## config.mk

```make
export PLATFORM = sky130hd
export DESIGN_NAME = secuenciador_mac
export DESIGN_NICKNAME = d
export VERILOG_FILES = /design/src/rtl/secuenciador_mac.sv
export SDC_FILE = /design/constraint.sdc
export NUM_CORES = 1
export LEC_CHECK = 0
export BUFFER_PORTS_ARGS = -buffer_cell sky130_fd_sc_hd__buf_4
export CORE_MARGIN = 1
export CORE_UTILIZATION = 35
export DETAILED_ROUTE_END_ITERATION = 16
export GPL_ROUTABILITY_DRIVEN = 0
export PLACE_DENSITY = 0.58
export SYNTH_ARGS = -nofsm -noshare
export SYNTH_HDL_FRONTEND = slang
export SYNTH_SLANG_ARGS = --single-unit
export TNS_END_PERCENT = 50
```

## constraint.sdc

```tcl
create_clock -name clk -period 10.9 [get_ports clk]
set_clock_uncertainty 0.15 [all_clocks]
set_input_delay 0.545 -clock clk [delete_from_list [all_inputs] [get_ports clk]]
set_output_delay 0.545 -clock clk [all_outputs]
set_load 0.02 [all_outputs]
```

## src/rtl/secuenciador_mac.sv

```systemverilog
// rtl/secuenciador_mac.sv - time-multiplexed FIR MAC controller with saturating output (optional rounding: SECUENCIADOR_MAC_REDONDEO_EN)
module secuenciador_mac #(
    parameter int ANCHO      = 16,
    parameter int RESOLUCION = 8,
    parameter int N_TAPS     = 4,
    parameter int GUARDA     = $clog2(N_TAPS)
) (
    input  logic                      clk,
    input  logic                      reset,
    input  logic                      coef_we,
    input  logic [$clog2(N_TAPS)-1:0] coef_addr,
    input  logic [ANCHO-1:0]          coef_dato,
    input  logic [ANCHO-1:0]          muestra_in,
    input  logic                      muestra_valida,
    output logic                      ocupado,
    output logic [ANCHO-1:0]          salida,
    output logic                      salida_valida,
    output logic                      overflow
);
    localparam int AW     = $clog2(N_TAPS);
    localparam int PROD_W = 2 * ANCHO;
    localparam int ACC_W  = 2 * ANCHO + GUARDA;

    typedef enum logic [1:0] {
        REPOSO,
        MAC,
        SATURA
    } estado_t;

    estado_t estado, estado_sig;

    logic signed [ANCHO-1:0]  x [N_TAPS];
    logic signed [ANCHO-1:0]  c [N_TAPS];
    logic [AW-1:0]            indice;
    logic signed [ACC_W-1:0]  acc;
    logic signed [PROD_W-1:0] producto;
    logic signed [ACC_W-1:0]  acc_sat;
    logic signed [ACC_W-1:0]  desplazado;
    logic                     cabe;

    // Shared multiplier: operands are sign-extended first so the full product is exact
    always_comb begin
        producto = PROD_W'(x[indice]) * PROD_W'(c[indice]);
    end

    // Accumulator conditioning before the slice; the shift keeps the sign so every
    // bit above the candidate word must match the candidate's MSB for it to fit
    always_comb begin
`ifdef SECUENCIADOR_MAC_REDONDEO_EN
        acc_sat = acc + (ACC_W'(1) << (RESOLUCION - 1));
`else
        acc_sat = acc;
`endif
        desplazado = acc_sat >>> RESOLUCION;
        cabe = (&desplazado[ACC_W-1:ANCHO-1]) | ~(|desplazado[ACC_W-1:ANCHO-1]);
    end

    // State register
    always_ff @(posedge clk) begin
        if (reset) begin
            estado <= REPOSO;
        end else begin
            estado <= estado_sig;
        end
    end

    // Next-state and busy flag
    always_comb begin
        estado_sig = estado;
        ocupado    = 1'b1;
        case (estado)
            REPOSO: begin
                ocupado = 1'b0;
                if (muestra_valida) begin
                    estado_sig = MAC;
                end
            end
            MAC: begin
                if (indice == AW'(N_TAPS - 1)) begin
                    estado_sig = SATURA;
                end
            end
            SATURA: begin
                estado_sig = REPOSO;
            end
            default: begin
                estado_sig = REPOSO;
            end
        endcase
    end

    // Delay line, coefficient bank, accumulation and saturated output register
    always_ff @(posedge clk) begin
        if (reset) begin
            for (int k = 0; k < N_TAPS; k++) begin
                x[k] <= '0;
                c[k] <= '0;
            end
            acc           <= '0;
            indice        <= '0;
            salida        <= '0;
            salida_valida <= 1'b0;
            overflow      <= 1'b0;
        end else begin
            salida_valida <= 1'b0;
            // Coefficients only change while idle so a computation sees a stable bank
            if (coef_we && estado == REPOSO) begin
                c[coef_addr] <= coef_dato;
            end
            case (estado)
                REPOSO: begin
                    if (muestra_valida) begin
                        x[0] <= muestra_in;
                        for (int k = 1; k < N_TAPS; k++) begin
                            x[k] <= x[k-1];
                        end
                        acc    <= '0;
                        indice <= '0;
                    end
                end
                MAC: begin
                    acc    <= acc + ACC_W'(producto);
                    indice <= indice + 1'b1;
                end
                SATURA: begin
                    if (cabe) begin
                        salida   <= desplazado[ANCHO-1:0];
                        overflow <= 1'b0;
                    end else if (!desplazado[ACC_W-1]) begin
                        salida   <= {1'b0, {(ANCHO-1){1'b1}}};
                        overflow <= 1'b1;
                    end else begin
                        salida   <= {1'b1, {(ANCHO-1){1'b0}}};
                        overflow <= 1'b1;
                    end
                    salida_valida <= 1'b1;
                end
                default: begin
                end
            endcase
        end
    end
endmodule

```

## Word-level counts from Yosys, hierarchy flattened

Memory sizes are Yosys's and may differ from the RTL's. A register that Yosys moved wholly into a read port is not among the register bits.
Cells that the tools add are included.

- Shift operators: 0
- $mul: 1
- Order comparisons: 0
- Bitwise gates (word level): 6
- Muxes and demuxes: 32
- Add/sub/neg operators: 2
- Equality and inequality tests: 5
- Reductions and logical operators: 8
- Divide/modulo/power cells: 0

Operator list:

| operator | count |
|---|---|
| 2-to-1 mux 16 bit | 7 |
| case mux 34 bit (2 select lines) | 1 |
| adder 34 x 32 -> 34 bit | 1 |
| 2-to-1 mux 34 bit | 1 |
| multiplier 16 x 16 -> 32 bit | 1 |
| 2-to-1 mux 2 bit | 8 |
| OR reduction 16 bit | 1 |
| 2-to-1 mux 1 bit | 13 |
| AND reduction 11 bit | 1 |
| OR reduction 11 bit | 1 |
| case mux 2 bit (2 select lines) | 2 |
| bitwise OR 1 bit | 5 |
| == test 2 bit (second input constant) | 2 |
| inequality test 2 bit (second input constant) | 2 |
| AND reduction 2 bit | 2 |
| adder 2 x 1 -> 2 bit (second input constant) | 1 |
| == test 2 x 1 -> 1 bit (second input constant) | 1 |
| logical NOT 2 bit | 1 |
| nonzero test 2 bit | 1 |
| logical AND 1 bit | 1 |
| inverter 1 bit | 1 |

- ROM bits: 0
- Bits in latches: 0
- Output and inout port bits: 19
- Logic and storage cells: 62
- Memory bits (writable): 128
- Bits in registers: 56
- Memories: 2

Memory list:

| name | words | bits a word | read ports | clocked after memory_dff | wr ports | line | source |
|---|---|---|---|---|---|---|---|
| c | 4 | 16 | 1 | 1 | 4 | 33 | `logic signed [ANCHO-1:0] c [N_TAPS];` |
| x | 4 | 16 | 4 | 1 | 4 | 32 | `logic signed [ANCHO-1:0] x [N_TAPS];` |

## Logic depth before layout (Yosys ltp)

- Depth after elaboration: 7
- Depth in mapped cells: 29
- Mapped depth without buffers: 25

## Worst setup path after synthesis

Ideal clock, no wire load.

- Path kind: register -> register
- Start: register (tool-made name)
- End: register acc[26]
- Data arrival time: 6.773 ns
- Clock period less this slack: 7.040 ns
- Required time: 10.633 ns
- Setup time: 0.117 ns
- Cell stages (with the launch flop): 26
- Path buffers: 3
- Slack: 3.860 ns
- Cell sequence: dfxtp_1 -> buf_2 -> buf_1 -> mux4_2 -> clkbuf_1 -> nand2_1 -> inv_1 -> fa_1 -> fa_1 -> inv_1 -> fa_1 -> inv_1 -> fa_1 -> fa_1 -> inv_1 -> fa_1 -> inv_1 -> ha_1 -> a21oi_1 -> o211ai_1 -> a221oi_2 -> a21oi_1 -> o211ai_2 -> a21oi_1 -> or3_1 -> a32o_1

RTL lines:

| element | line | source |
|---|---|---|
| end signal: assignment | 122 | `acc <= acc + ACC_W'(producto);` |
| end: declaration | 35 | `logic signed [ACC_W-1:0] acc;` |

==> out/summary.txt <==
Hold-fix buffer count after cts: 0
Worst-Skew Late Latency: 470 ps
Outcome: completed
Share of layout cells above drive strength 1: 9.17%
Postcts setup bufs: 0
CTS buffer count: 17
Initial DRC Count: 853
CP Max Fanout: 30
RSZ-0062 raised after global routing: no
Sequential element share of the synthesized area: 26.4%
Most common cell after layout, fill and taps aside: inv_1
Die area: 0.0550 sq mm
Root buffer cell: clkbuf_16
Post-Syn Instances: 1,837
Initial antenna violation count: 0
Number of synthesized flops with an enable pin: 128
Fin nets: 2,308
Final Hold Vio Count: 0
GRT Overall Usage: 17.7%
H-tree depth: 4
Largest net degree at the start of global routing: 65
Type of the most critical hold path: in -> reg
Leading cell types in the layout, fill and taps excluded: inv_1 (358), fa_1 (305), nand2_1 (189)
Startpoint types: flip-flop
Fillers: 5,268
Post-Synthesis Net Count: 2,283
# port buffers: 56
Met2 usage: 31.5%
Sink Count: 186
Grt met1 use: 21.8%
Synthesized area: 0.0189 sq mm
Vias: 12,600
Drc violations: 0
Fraction of registers with async set/reset: 0%
I/O pin cnt: 57
CP arrival: 8230 ps
Die W: 235 um
CTS clk-pin slew, worst paths: 90 ps
Element type at the critical path end: flip-flop
Routed Wire Length: 44.3 mm
DP Wirelength: 35.0 mm
Final Setup Violations: 0
Global-route wire length before repair: 74.5 mm
ANT nets after route: 0
Gr busiest metal: met2
Vias per cell: 4.93
Core outline area: 0.0530 sq mm
1st-pass router iterations: 5
CTS resizes: 0
Final TNS setup: 0 ps
Congestion Overflow GR: 0
Place WS: 2880 ps
Worst setup margin: 2840 ps
CTS max path bufs: 2
Synth unique cells: 64
Slew @ Worst Pin: 1190 ps
Vias in the first global route: 13,900
Synthesis-stage register bit count: 186
Area delta synth->final: 9.36%
Tcrit/Tclk final: 74.0%
Initial Utilization: 35.7%
CTS tree: done
Die height: 235 um
Slew HR: 20.1%
Global-route met3 utilization: 2.53%
Ant. Diodes: 0
Yosys warnings: 0
Fmax: 124 MHz
MaxCap Viol Count: 0
FP Rows: 84
Final min period: 8060 ps
WS Path Type: reg -> reg
Primary FF master, synth: edfxtp_1
Syn avg cell area: 10.3 sq um
Req. time, crit path: 11,070 ps
Final Slew Violations: 0
WL per Instance: 17.3 um
==> state kept, by name (all words and copies together), names as in the netlist, named ones only <==
name           flops
salida            16
x                 64
salida_valida      1
acc               34
indice             2
overflow           1
estado             2
c                 64
==> path summary, 6_finish.rpt <==
kind / startpoint / to / slack, ps / cells past startpoint
max reg2reg: flip-flop / acc[31] / 2840 / 21
max: flip-flop / acc[31] / 2840 / 21
min reg2reg: salida[10] / salida[10] / 310 / 2
min: muestra_in[2] / x[0][2] / 210 / 2
==> worst max-delay path: stages (launching register included) <==
cell	delay [ps]
dfxtp_2	880
buf_4	480
mux4_2	560
nand2_1	230
inv_1	80
fa_1	640
fa_1	870
fa_1	520
fa_1	500
fa_1	490
inv_1	50
fa_1	480
inv_1	40
ha_1	320
nand2_1	70
nor2_1	40
a211oi_1	470
a2bb2oi_1	360
o211ai_2	160
a31oi_2	260
xor2_1	170
o21ai_1	60
==> layer usage <==
metal  part of all wire [%]  wire [um]
met5                      0          0
met4                    2.9       1300
met3                    4.7       2070
met2                     52      23000
met1                     40      17900
==> per-stage QoR <==
| stage | cell area (sq um) | instances | hold slack [ps] | util (%) |
|---|---|---|---|---|
| after floorplan | 18900 | 1837 | 286 | - |
| after global placement | 20100 | 2531 | 298 | 38.0 |
| after detailed placement | 20100 | 2531 | 298 | 38.0 |
| after CTS | 20700 | 2563 | 185 | 39.1 |
| after global routing | 20700 | 2563 | 200 | 39.1 |
| final | 20700 | 2563 | 214 | 39.1 |
==> kinds of logic after synthesis <==
logic type,synth area share [%]
xor+xnor,1.53
compound gates,6.74
fa+ha+maj,39.1
simple gates,13.7
flops,26.4
buf+inv,8.80
mux,3.72
==> synth_stat cells, types with 4 or more instances <==
| library cell | n | area share, % |
|---|---|---|
| a211oi_1 | 5 | 0.20 |
| a21o_1 | 7 | 0.28 |
| a21oi_1 | 40 | 1.1 |
| a22oi_1 | 17 | 0.67 |
| and2_1 | 156 | 5.2 |
| buf_2 | 24 | 0.63 |
| clkbuf_1 | 43 | 0.85 |
| dfxtp_1 | 58 | 6.1 |
| edfxtp_1 | 128 | 20 |
| fa_1 | 305 | 32 |
| ha_1 | 103 | 6.8 |
| inv_1 | 358 | 7.1 |
| mux2_2 | 20 | 1.2 |
| mux2i_1 | 23 | 1.2 |
| mux4_2 | 11 | 1.3 |
| nand2_1 | 189 | 3.7 |
| nand2b_1 | 9 | 0.30 |
| nand3_1 | 7 | 0.19 |
| nand4_1 | 4 | 0.13 |
| nor2_1 | 131 | 2.6 |
| nor2b_1 | 12 | 0.40 |
| nor3_1 | 7 | 0.19 |
| o211ai_1 | 22 | 0.87 |
| o211ai_2 | 5 | 0.33 |
| o21a_1 | 15 | 0.60 |
| o21ai_0 | 23 | 0.61 |
| o21ai_1 | 18 | 0.48 |
| o21bai_1 | 5 | 0.20 |
| or2_2 | 4 | 0.13 |
| xnor2_1 | 22 | 1.0 |
| xor2_1 | 11 | 0.51 |
==> cell type report <==
cell class,count,area [sq um],share of cell area [%]
Multi-Input combinational cell,1221,12300,59.5
Sequential cell,186,5010,24.2
Inverter,358,1340,6.49
Tap cell,688,861,4.16
Timing Repair Buffer,78,586,2.83
Clock buffer,17,425,2.06
Clock inverter,15,161,0.780
Power is left out: the tool's default activity adds up to more than one toggle a clock period on the data nets, which glitch-free logic cannot reach.
